$ cat src/rtl/alu_main.sv
// Registered 8-bit ALU with an OFF/IDLE/LOAD/EXEC sequencer.
// Optional feature: define ALU_MUL_EN to build the multiplier. Without it, MUL yields 0x00.
module alu_main (
    input  logic       clk,
    input  logic       rst,
    input  logic       on,
    input  logic [2:0] in_sel,
    input  logic [7:0] num1,
    input  logic [7:0] num2,
    input  logic [6:0] out_sel,
    output logic [7:0] out,
    output logic [1:0] currState,
    output logic [1:0] nextState
);

    localparam logic [1:0] ST_OFF  = 2'b00;
    localparam logic [1:0] ST_IDLE = 2'b01;
    localparam logic [1:0] ST_LOAD = 2'b10;
    localparam logic [1:0] ST_EXEC = 2'b11;

    logic [1:0] state_q, state_d;
    logic [7:0] a_q, a_d;
    logic [7:0] b_q, b_d;
    logic [7:0] r_q, r_d;
    logic       cmd_reset, cmd_load, cmd_persist;

    // Highest set bit of sel wins; no bit set gives zero.
    function automatic logic [7:0] alu_op(input logic [7:0] a, input logic [7:0] b,
                                          input logic [6:0] sel);
        logic [7:0] res;
        res = 8'h00;
        if (sel[6]) begin
            res = a + b;
        end else if (sel[5]) begin
            res = a - b;
        end else if (sel[4]) begin
`ifdef ALU_MUL_EN
            res = a * b;
`else
            res = 8'h00;
`endif
        end else if (sel[3]) begin
            res = (b == 8'h00) ? 8'hFF : a / b;
        end else if (sel[2]) begin
            res = a & b;
        end else if (sel[1]) begin
            res = a | b;
        end else if (sel[0]) begin
            res = a ^ b;
        end
        return res;
    endfunction

    always_comb begin
        cmd_reset   = in_sel[0];
        cmd_load    = ~in_sel[0] & in_sel[1];
        cmd_persist = ~in_sel[0] & ~in_sel[1] & (in_sel[2] | ~|in_sel);
    end

    always_comb begin
        state_d = state_q;
        if (!on) begin
            state_d = ST_OFF;
        end else begin
            case (state_q)
                ST_OFF:  state_d = ST_IDLE;
                ST_IDLE: begin
                    if (cmd_reset)        state_d = ST_IDLE;
                    else if (cmd_load)    state_d = ST_LOAD;
                    else if (cmd_persist) state_d = ST_IDLE;
                    else                  state_d = ST_IDLE;
                end
                ST_LOAD: state_d = cmd_reset ? ST_IDLE : ST_EXEC;
                default: state_d = ST_IDLE;
            endcase
        end
    end

    // Datapath: turning off only clears the result; operands survive.
    always_comb begin
        a_d = a_q;
        b_d = b_q;
        r_d = r_q;
        if (!on) begin
            r_d = 8'h00;
        end else if (state_q != ST_OFF && cmd_reset) begin
            a_d = 8'h00;
            b_d = 8'h00;
            r_d = 8'h00;
        end else if (state_q == ST_LOAD) begin
            a_d = num1;
            b_d = num2;
        end else if (state_q == ST_EXEC) begin
            r_d = alu_op(a_q, b_q, out_sel);
        end
    end

    always_ff @(posedge clk or negedge rst) begin
        if (!rst) begin
            state_q <= ST_OFF;
            a_q     <= 8'h00;
            b_q     <= 8'h00;
            r_q     <= 8'h00;
        end else begin
            state_q <= state_d;
            a_q     <= a_d;
            b_q     <= b_d;
            r_q     <= r_d;
        end
    end

    assign out       = r_q;
    assign currState = state_q;
    assign nextState = state_d;

endmodule

$ cat config.mk
export PLATFORM = sky130hd
export DESIGN_NAME = alu_main
export DESIGN_NICKNAME = d
export VERILOG_FILES = /design/src/rtl/alu_main.sv
export SDC_FILE = /design/constraint.sdc
export NUM_CORES = 1
export LEC_CHECK = 0
export CELL_PAD_IN_SITES_DETAIL_PLACEMENT = 1
export CELL_PAD_IN_SITES_GLOBAL_PLACEMENT = 2
export CORE_MARGIN = 8
export CORE_UTILIZATION = 31
export DETAILED_ROUTE_END_ITERATION = 7
export HOLD_SLACK_MARGIN = 0.12
export PLACE_DENSITY_LB_ADDON = 0.1
export SYNTH_ARGS = -nofsm -noshare
export SYNTH_HDL_FRONTEND = slang
export SYNTH_SLANG_ARGS = --single-unit
$ cat constraint.sdc
create_clock -name clk -period 10.75 [get_ports clk]
set_clock_uncertainty 0.15 [all_clocks]
set_input_delay 2.15 -clock clk [delete_from_list [all_inputs] [get_ports clk]]
set_output_delay 2.15 -clock clk [all_outputs]
set_load 0.01 [all_outputs]
==> run summary <==
The run finished with clean final reports. After layout, the minimum clock period comes to 10380 ps. Counting flops and latches in the post-synthesis netlist gives 26.

The tools report the kind of start point of the critical path as a flip-flop. The fraction of layout cells with a size suffix above 1 was 18.69%; the number of DRC markers in iteration 0 was 131. Entering global routing, the biggest net connects 33 pins. In this run the tightest slew margin relative to its limit is 28.83%. The remaining antenna violation count is 0.

In this run the critical register-to-register path is launched from b_q[7]. The tools report the number of iterations in the first detailed-routing pass as 4. Timing would allow up to 96.30 MHz. The setup path with the least slack is of type flip-flop to flip-flop. The maximum buffer depth of the clock tree is 2, and the number of buffers added by the clock tree synthesis step is 3.

From left edge to right edge, the die measures 128 um. At the end of routability-driven placement, the weighted congestion stood at 0.8423. Number of stages on the worst hold path: 1. Setup violations remaining at the end of the flow were counted as 0.

The port buffer count is 39, and the post-layout worst setup margin is 365.7 ps. The tool flagged a number of max-cap violations equal to 0. The class of the tightest hold or removal check was flip-flop to flip-flop. Prior to clock tree synthesis, the placed netlist has a worst setup slack of -91.91 ps. The tightest hold path in the finished design has a slack of 338.1 ps. The clock drives 26 sinks. The transition at the pin with the smallest max-transition slack is 1041 ps, and the distinct cell type count after synthesis is 62.

Terminating pin of the worst hold path: out[2]. The tree is rooted in a sky130_fd_sc_hd__clkbuf_16. The largest single stage delay on the critical path is 610 ps. STA classifies the critical path endpoint as a flip-flop. The total length of routed wires was 14000 um. For the worst-skew pair, the clock arrives at the later sink with an insertion delay of 260 ps.

The number of antenna diodes in the final layout is 0. For flop-to-flop paths, the worst setup slack is 370 ps. In this run the critical register-to-register path is captured at out[0].

Synthesis handed over a netlist of 505 instances. The via count of the first global-routing pass is 4376, and the total buffers and inverters traversed by the critical path is 6. Sequential elements use 16.73% of the synthesized area.

The final route contains 4027 vias. The number of enable flip-flop cells after synthesis was 0. The biggest fanout along the worst timing path is 9. The total overflow left after global routing is 0. The floorplan step set the die height to 128 um. For this run, the post-layout net count is 690. The Yosys step of the flow raised 0 warnings.

In this run the most critical hold path is launched from out[2]. Among cell families on the critical path, the largest total delay comes from compound AO/OA/AOI/OAI gates. The total routing usage reported by global routing was 17.06%; the fraction of the cycle the final worst path needs was 96.60%. Detailed placement ended at an HPWL of 11450 um. The run gives 10750 ps as the required time reported for the critical path endpoint. The detailed-route vias per instance is 5.257, and the clock edge transition at the registers on the reported setup and hold paths is 60 ps.

The run gives 22510 um as the first-pass GRT wire length. After synthesis, the mean cell area works out to 7.700 sq um. The die area came out at 0.01638 sq mm. The detail-routed net length per standard cell was 18.28 um. Worst path arrival time: 10380 ps. The run gives 0 as the final count of pins violating max slew. The initial utilization of the core area, before any placement, comes to 31.32%.

The number of hold violations in the final report was 0; the count of standard-cell rows was 41. The layout-stage area growth over the synthesis result works out to 32.24%. The number of cells on the worst reg-to-reg path came out at 46. For the H-tree depth reported by CTS, the log shows 1. The slowest stage of the critical path belongs to the cell sky130_fd_sc_hd__or4b_2. The run gives 0 as the initial antenna violation count. For the synthesized netlist net count, the log shows 600. In the routed design, unresolved DRC markers number 0. Setup total negative slack on the finished layout was measured at 0 ps. The core region is 0.01241 sq mm. The cell area that synthesis handed to floorplanning was 0.003889 sq mm. The most prevalent standard cell on the critical path was sky130_fd_sc_hd__ha_1. For this design the top-level I/O count stands at 41. The share of flip-flops with an asynchronous set or reset after synthesis was 100.0%.

TritonCTS built the clock tree. In the synthesized netlist the dominant register cell turns out to be sky130_fd_sc_hd__dfrtp_1.
worst max path at each step:
stage,start,end,depth (start not counted)
global placement,b_q[7],out[0],44
floorplan,b_q[7],out[0],44
detailed placement,b_q[7],out[0],43
finish,b_q[7],out[0],46
CTS,b_q[7],out[0],44
global route,b_q[7],out[0],47
through the flow:
| stage | instance area (sq um) | util, % | instances |
|---|---|---|---|
| after floorplan | 3889 | - | 505 |
| after global placement | 4843 | 39.01 | 754 |
| after detailed placement | 4843 | 39.01 | 754 |
| after CTS | 4952 | 39.89 | 759 |
| after global routing | 5142 | 41.42 | 766 |
| final | 5142 | 41.42 | 766 |
state kept, by name, indices dropped and copies added (netlist names):
| register | cells |
|---|---|
| a_q | 8 |
| b_q | 8 |
| currState | 2 |
| out | 8 |
metal layers:
layer  track usage [%]  vias to the layer above  wire length (um)
met5                 0                        -                 0
met2             31.24                       51              7045
met1             21.38                     1946              6477
li1                  -                     2021                 -
met4             3.846                        0               142
met3            0.8735                        9               334
placed cells by master (no fill, tap or decap), types with 4 or more instances in the layout:
| master | instances |
|---|---|
| sky130_fd_sc_hd__o21ai_0 | 42 |
| sky130_fd_sc_hd__o21a_1 | 15 |
| sky130_fd_sc_hd__buf_4 | 63 |
| sky130_fd_sc_hd__mux2_2 | 4 |
| sky130_fd_sc_hd__a32oi_1 | 4 |
| sky130_fd_sc_hd__o211ai_1 | 6 |
| sky130_fd_sc_hd__o21ai_1 | 4 |
| sky130_fd_sc_hd__a21oi_1 | 26 |
| sky130_fd_sc_hd__clkdlybuf4s50_1 | 39 |
| sky130_fd_sc_hd__nor3_1 | 10 |
| sky130_fd_sc_hd__o221ai_1 | 4 |
| sky130_fd_sc_hd__nor2_1 | 31 |
| sky130_fd_sc_hd__nand2b_1 | 9 |
| sky130_fd_sc_hd__nand2_1 | 65 |
| sky130_fd_sc_hd__inv_1 | 39 |
| sky130_fd_sc_hd__xnor2_1 | 8 |
| sky130_fd_sc_hd__nor2b_1 | 11 |
| sky130_fd_sc_hd__ha_1 | 62 |
| sky130_fd_sc_hd__or3_1 | 5 |
| sky130_fd_sc_hd__dfrtp_1 | 26 |
| sky130_fd_sc_hd__a21o_1 | 4 |
| sky130_fd_sc_hd__a31oi_1 | 7 |
| sky130_fd_sc_hd__mux2i_1 | 6 |
| sky130_fd_sc_hd__xor2_1 | 4 |
| sky130_fd_sc_hd__nand3_1 | 4 |
| sky130_fd_sc_hd__and2_1 | 4 |
worst reg2reg max path, delay by kind of cell, from the launching register on:
kind,cells,cell delay [ps]
flops,1,400
simple gates,7,1770
buf+inv,6,890
compound gates,23,4470
mux,3,550
fa+ha+maj,7,2010
what timing repair did:
item | CTS | global route
hold buffers | 0 | 0
setup buffers | 1 | 7
resized for setup | 4 | 34
pin swaps | 1 | 16
endpoints found under the setup margin | 1 | 1
synth_stat cells (3+ instances only):
cell type                    n  share of area (%)
sky130_fd_sc_hd__o21ai_0    47                6.0
sky130_fd_sc_hd__xor2_1      4               0.90
sky130_fd_sc_hd__ha_1       64                 21
sky130_fd_sc_hd__nand2b_1    9                1.4
sky130_fd_sc_hd__a32oi_1     4               0.90
sky130_fd_sc_hd__nor2_1     31                3.0
sky130_fd_sc_hd__and3_1      3               0.48
sky130_fd_sc_hd__dfrtp_1    26                 17
sky130_fd_sc_hd__nand3_1     4               0.51
sky130_fd_sc_hd__o211ai_1    6                1.2
sky130_fd_sc_hd__a41oi_1     3               0.68
sky130_fd_sc_hd__a21o_1      4               0.77
sky130_fd_sc_hd__clkbuf_1   15                1.4
sky130_fd_sc_hd__a31oi_1     8                1.3
sky130_fd_sc_hd__nor3_1     14                1.8
sky130_fd_sc_hd__a21oi_1    28                3.6
sky130_fd_sc_hd__nor2b_1    11                1.8
sky130_fd_sc_hd__mux2i_1     9                2.3
sky130_fd_sc_hd__mux2_2      4                1.2
sky130_fd_sc_hd__buf_2       3               0.39
sky130_fd_sc_hd__o221ai_1    4               0.90
sky130_fd_sc_hd__a21boi_0    4               0.77
sky130_fd_sc_hd__a211o_1     3               0.68
sky130_fd_sc_hd__nand2_1    65                6.3
sky130_fd_sc_hd__or3_1       8                1.3
sky130_fd_sc_hd__o21a_1     16                3.1
sky130_fd_sc_hd__a221oi_1    3               0.68
sky130_fd_sc_hd__xnor2_1     8                1.8
sky130_fd_sc_hd__o22ai_1     3               0.48
sky130_fd_sc_hd__inv_1      39                3.8
sky130_fd_sc_hd__o31ai_1     4               0.77
sky130_fd_sc_hd__and2_1      4               0.64
sky130_fd_sc_hd__a2111oi_0   3               0.68
area by class of cell:
cell class,count,area (sq um)
timing repair buffer,103,874.6
sequential,26,650.6
clock buffer,4,88.84
inverter,39,146.4
fill,1542,7272
multi-input combinational,422,3167
tap,172,215.2
cells by family (layout without fill, tap and decap cells):
logic type,count (synthesis),after routing,share of synthesized area (%)
and+or+nand+nor,162,162,19.98
DFF,26,26,16.73
muxes,15,15,4.247
xor gates and xnor gates,12,12,2.703
buffers and inverters,57,146,5.598
AOI/OAI and AO/OA,167,167,29.12
adders and majority gates,66,66,21.62
Power is left out: the tool's default activity adds up to more than one toggle a clock period on the data nets, which glitch-free logic cannot reach.
